**src/rtl/frame_buffer_reader.sv**
```systemverilog
// Read side of the median-filter frame buffer: streams IMG_W*IMG_H pixels in raster order
// from a 1-cycle-latency RAM into a valid/ready pixel stream with line/frame markers.
//
// state | meaning
// IDLE  | waiting for start
// READ  | issuing RAM reads while the output buffer has room
// DRAIN | all reads issued, waiting for the last pixel handshake
module frame_buffer_reader #(
   parameter int DATA_W = 8,
   parameter int ADDR_W = 16,
   parameter int IMG_W  = 64,
   parameter int IMG_H  = 64
) (
   input  logic              clk,
   input  logic              rst_n,
   input  logic              start,
   output logic              busy,
   output logic              done,
   output logic              mem_rd_en,
   output logic [ADDR_W-1:0] mem_addr,
   input  logic [DATA_W-1:0] mem_rd_data,
   output logic              out_valid,
   input  logic              out_ready,
   output logic [DATA_W-1:0] out_data,
   output logic              out_sol,
   output logic              out_eol,
   output logic              out_eof
);

   localparam int COL_W = $clog2(IMG_W);
   localparam int ROW_W = (IMG_H > 1) ? $clog2(IMG_H) : 1;
   localparam int ENT_W = DATA_W + 3;
   localparam logic [COL_W-1:0] COL_LAST = COL_W'(IMG_W - 1);
   localparam logic [ROW_W-1:0] ROW_LAST = ROW_W'(IMG_H - 1);

   typedef enum logic [1:0] {IDLE, READ, DRAIN} state_t;

   state_t            state, state_nxt;
   logic [COL_W-1:0]  col;
   logic [ROW_W-1:0]  row;
   logic [ADDR_W-1:0] addr;
   logic              inflight;
   logic [2:0]        inflight_mk;
   logic [ENT_W-1:0]  buf0, buf1;
   logic [1:0]        occ;
   logic [1:0]        wr_idx;
   logic              pop, push, room, last_issue, last_pop, done_q;

   // buffer entry layout: {eof, eol, sol, data}
   assign pop        = (occ != 2'd0) && out_ready;
   assign push       = inflight;
   assign wr_idx     = occ - {1'b0, pop};
   assign room       = ({1'b0, occ} + {2'b00, inflight}) < (3'd2 + {2'b00, pop});
   assign last_issue = mem_rd_en && (col == COL_LAST) && (row == ROW_LAST);
   assign last_pop   = pop && buf0[DATA_W+2];

   always_ff @(posedge clk or negedge rst_n) begin
      if (!rst_n) state <= IDLE;
      else        state <= state_nxt;
   end

   always_comb begin
      state_nxt = state;
      case (state)
         IDLE:    if (start && !done_q) state_nxt = READ;
         READ:    if (last_issue)       state_nxt = DRAIN;
         DRAIN:   if (last_pop)         state_nxt = IDLE;
         default:                       state_nxt = IDLE;
      endcase
   end

   always_comb begin
      busy      = (state != IDLE);
      mem_rd_en = (state == READ) && room;
   end

   always_ff @(posedge clk or negedge rst_n) begin
      if (!rst_n) begin
         col         <= '0;
         row         <= '0;
         addr        <= '0;
         inflight    <= 1'b0;
         inflight_mk <= 3'b000;
         buf0        <= '0;
         buf1        <= '0;
         occ         <= 2'd0;
         done_q      <= 1'b0;
      end else begin
         done_q   <= (state == DRAIN) && last_pop;
         inflight <= mem_rd_en;
         if (mem_rd_en) begin
            inflight_mk <= {(col == COL_LAST) && (row == ROW_LAST), col == COL_LAST, col == '0};
            addr        <= last_issue ? '0 : addr + 1'b1;
            if (col == COL_LAST) begin
               col <= '0;
               row <= (row == ROW_LAST) ? '0 : row + 1'b1;
            end else begin
               col <= col + 1'b1;
            end
         end
         // shift first, then a push into the same slot overrides the shifted value
         if (pop) buf0 <= buf1;
         if (push) begin
            if (wr_idx == 2'd0) buf0 <= {inflight_mk, mem_rd_data};
            else                buf1 <= {inflight_mk, mem_rd_data};
         end
         occ <= occ + {1'b0, push} - {1'b0, pop};
      end
   end

   assign done      = done_q;
   assign mem_addr  = addr;
   assign out_valid = (occ != 2'd0);
   assign out_data  = buf0[DATA_W-1:0];
   assign out_sol   = out_valid && buf0[DATA_W];
   assign out_eol   = out_valid && buf0[DATA_W+1];
   assign out_eof   = out_valid && buf0[DATA_W+2];

endmodule

```
**config.mk**
```make
export PLATFORM = sky130hd
export DESIGN_NAME = frame_buffer_reader
export DESIGN_NICKNAME = d
export VERILOG_FILES = /design/src/rtl/frame_buffer_reader.sv
export SDC_FILE = /design/constraint.sdc
export NUM_CORES = 1
export LEC_CHECK = 0
export ABC_AREA = 1
export BUFFER_PORTS_ARGS = -buffer_cell sky130_fd_sc_hd__buf_2
export CAP_MARGIN = 20
export CORE_ASPECT_RATIO = 0.5
export CORE_MARGIN = 2
export CORE_UTILIZATION = 35
export CTS_CLUSTER_DIAMETER = 150
export CTS_CLUSTER_SIZE = 16
export DETAILED_ROUTE_END_ITERATION = 8
export GPL_ROUTABILITY_DRIVEN = 0
export HOLD_SLACK_MARGIN = 0.05
export PLACE_DENSITY_LB_ADDON = 0.15
export SLEW_MARGIN = 25
export SYNTH_ARGS = -nofsm -noshare
export SYNTH_HDL_FRONTEND = slang
export SYNTH_SLANG_ARGS = --single-unit
```
**constraint.sdc**
```tcl
create_clock -name clk -period 5.86 [get_ports clk]
set_input_delay 0.586 -clock clk [delete_from_list [all_inputs] [get_ports clk]]
set_output_delay 0.586 -clock clk [all_outputs]
set_load 0.01 [all_outputs]
```
==> summary.txt <==
Outcome
  • Status: finished, final reports clean

CTS
  • Clock sink count: 59
  • CTS max path bufs: 2
  • CTS clock-pin slew for the worst setup and hold paths: 60 ps
  • Cts repair resizes: 0
  • Worst-Skew Late Latency: 330 ps
  • Hold-fix buffers, CTS: 0
  • H-tree Lvls: 3
  • TritonCTS clock tree: done
  • Setup repair bufs after CTS: 0
  • Clock Tree Root: clkbuf_16
  • CTS Buf Count: 9

Detailed routing
  • Routed wire length: 6860 µm
  • Number of remaining DRC errors: 0
  • Drt pass-1 iters: 4
  • Number of routed nets with antenna violations: 0
  • Via Count: 2,547
  • WL/cell: 12.4 µm
  • Vias per std cell: 4.61
  • Initial DRC count: 152

Critical path
  • Setup Crit Path Kind: flop to output pin
  • CP endpoint kind: output pin
  • CP Max Fanout: 26
  • CP Launch Type: flop
  • Worst Path Required: 5270 ps
  • Reg-to-Reg End: buf0[10]
  • Reg2reg start: occ[0]
  • Cell mode on critical path: ha_1
  • Largest stage delay, worst path: 550 ps
  • Reg2Reg Setup Slack: 3000 ps
  • R2r worst-path depth: 9
  • Cell family with most CP delay: flip-flops
  • CP bufs+invs: 2
  • CP Cell Sequence: ha_1 > ha_1 > nor3_4 > nand2_4 > inv_4 > buf_2
  • Critical path's slowest cell: dfrtp_1
  • Critical Path AT: 2390 ps

Yosys
  • Synth Register Bits: 59
  • Sequential share of the synthesized area: 45.8%
  • Largest cells by area after synthesis: dfrtp_1 46%, nand2_1 14%, nand3_1 4.7%
  • Syn Inst Count: 396
  • Number of distinct library cells after synthesis: 33
  • Post-synth top area share: 45.8%
  • Synth area leader: dfrtp_1
  • Synth warn: 0
  • Net Count, Synth: 416
  • Cell Area, Synth: 3220 µm²
  • Mean Syn Cell Area: 8.14 µm²

Floorplanning
  • Core area: 8830 µm²
  • Die Footprint: 10,000 µm²
  • Die H: 71.9 µm
  • Initial Util: 36.5%
  • Row count: 24
  • I/O pin cnt: 43
  • Chip width: 140 µm

Pwr
  • Leak: 1.92 nW
  • Comb power frac: 37.8%
  • Switching part of the total power: 40.0%
  • Maximum vdd drop: 269 µV
  • Pint: 1.17 mW
  • Clock share of power: 28.8%
  • Net Switching: 0.779 mW
  • P per Cell Area: 518 nW/µm²
  • Sequential fraction of design power: 33.4%

STA
  • Max Clock Skew: 6.69 ps
  • Actual slew at the worst max-slew pin: 757 ps
  • Setup_tns: 0 ps
  • RSZ-0062 raised after global routing: false
  • Slew Viols, Final: 0
  • Minimum clock period: 2970 ps
  • Final hold slack: 414 ps
  • Max frequency: 0.336 GHz
  • Slew headroom: 49.5%
  • Final Hold Viols: 0
  • Final cycle utilization of the critical path: 50.7%
  • Final setup violation count: 0

Cells and area
  • Fin nets: 451
  • P&R area growth vs syn: 16.7%
  • FF/Latch Area: 1480 µm²
  • Antenna cells: 0
  • Area of the multi-input gates: 1440 µm²
  • # fillers: 904
  • Fraction of layout cells with a size suffix above 1: 19.1%

GRT
  • Vias in the first global route: 2,429
  • GRT met1 Usage: 21.0%
  • Routing usage on met3: 5.82%
  • Met2 global-route usage: 22.8%
  • First-pass GRT wire length: 12,000 µm
  • Largest net degree at the start of global routing: 60
  • GRT overflow: 0
  • Busiest grt layer: met2
  • Antenna violations before repair: 0
  • GRT Total Usage: 15.4%

Worst hold path
  • Hold WC Path Type: input port to async pin

Placement
  • Dpl hpwl: 4610 µm
  • Buffers on Ports: 42

Flow run
  • Number of max-cap violations: 0
area by class of cell:
class,instances,area share [%]
Clock buffer,10,6.35
Timing Repair Buffer,43,5.79
Sequential cell,59,39.3
Inverter,42,4.26
Multi-Input combinational cell,276,38.4
Tap cell,117,3.89
Clock inverter,5,2.06
per-stage QoR:
stage / instance area, µm² / instances / total power, mW / util (%) / worst slack [ps]
after floorplan: 3220 / 396 / 1.28 / - / 3910
after global placement: 3440 / 537 / 1.41 / 39.0 / 2880
after detailed placement: 3440 / 537 / 1.41 / 39.0 / 2830
after CTS: 3760 / 552 / 1.98 / 42.6 / 2830
after global routing: 3760 / 552 / 2.12 / 42.6 / 2610
final: 3760 / 552 / 1.95 / 42.6 / 2890
worst max path at each step:
stage / startpoint / to / slack, ps / cells past startpoint
final: inflight / mem_rd_en / 2890 / 6
after global routing: occ[0] / buf0[10] / 2610 / 9
after CTS: inflight / mem_rd_en / 2830 / 6
after detailed placement: out_ready / buf0[10] / 2830 / 8
after global placement: out_ready / buf0[10] / 2880 / 8
after floorplan: inflight / mem_rd_en / 3910 / 6
cells by family (layout without fill, tap and decap cells):
kind of cell	count (synthesis)	after routing	share of synthesized area, %
adder cells (fa/ha/maj)	8	8	3.11
AND/OR/NAND/NOR	222	222	31.8
buffers and inverters	61	100	9.39
XOR/XNOR	10	10	2.95
AO/OA/AOI/OAI	36	36	6.91
flip-flops	59	59	45.8
registers in the layout (all words and copies together) (netlist names):
register     flops
state            2
done             1
mem_addr        16
inflight_mk      3
buf0            11
occ              2
col              6
row              6
buf1            11
inflight         1
layout by cell type, fill, tap and decap left out, drive strengths merged:
cell / instances
a31oi: 8
buf: 43
bufinv: 2
clkbuf: 10
clkinv: 2
clkinvlp: 1
dfrtp: 59
ha: 8
inv: 42
nand2: 125
nand3: 34
nand3b: 1
nand4: 15
nor2: 40
nor3: 6
o211ai: 2
o21ai: 21
o21bai: 5
or2: 1
xnor2: 3
xor2: 7
layer usage:
| metal | routed length [µm] | share of wire (%) |
|---|---|---|
| met1 | 3600 | 53 |
| met2 | 2850 | 41 |
| met3 | 350 | 5.1 |
| met4 | 61 | 0.89 |
| met5 | 0 | 0 |
synthesized netlist by cell type:
cell,instances
a31oi_1,8
buf_2,6
buf_4,9
buf_6,4
dfrtp_1,59
ha_1,8
inv_1,37
inv_2,4
inv_4,1
nand2_1,120
nand2_2,2
nand2_4,3
nand3_1,30
nand3_2,3
nand3_4,1
nand3b_1,1
nand4_1,14
nand4_4,1
nor2_1,37
nor2_2,1
nor2_4,2
nor3_1,5
nor3_4,1
o211ai_1,2
o21ai_0,8
o21ai_1,10
o21ai_2,3
o21bai_1,4
o21bai_2,1
or2_2,1
xnor2_1,2
xnor2_2,1
xor2_1,7
power groups by stage:
stage,registers [mW],logic [mW],clock network (mW)
4_1_cts,0.653,0.756,0.574
3_5_place_dp,0.658,0.753,0
2_1_floorplan,0.632,0.649,0
5_1_grt,0.671,0.852,0.597
6_report,0.651,0.736,0.560
3_3_place_gp,0.660,0.748,0
worst register-to-register path, cell delays in order (launching register included):
cell	delay (ps)
dfrtp_1	380
inv_1	120
nand2_4	80
nand2_1	360
inv_1	310
ha_1	300
xnor2_2	230
nand3_1	550
o211ai_1	270
o21ai_0	110
Note: power is estimated with default switching activity, not from simulation.
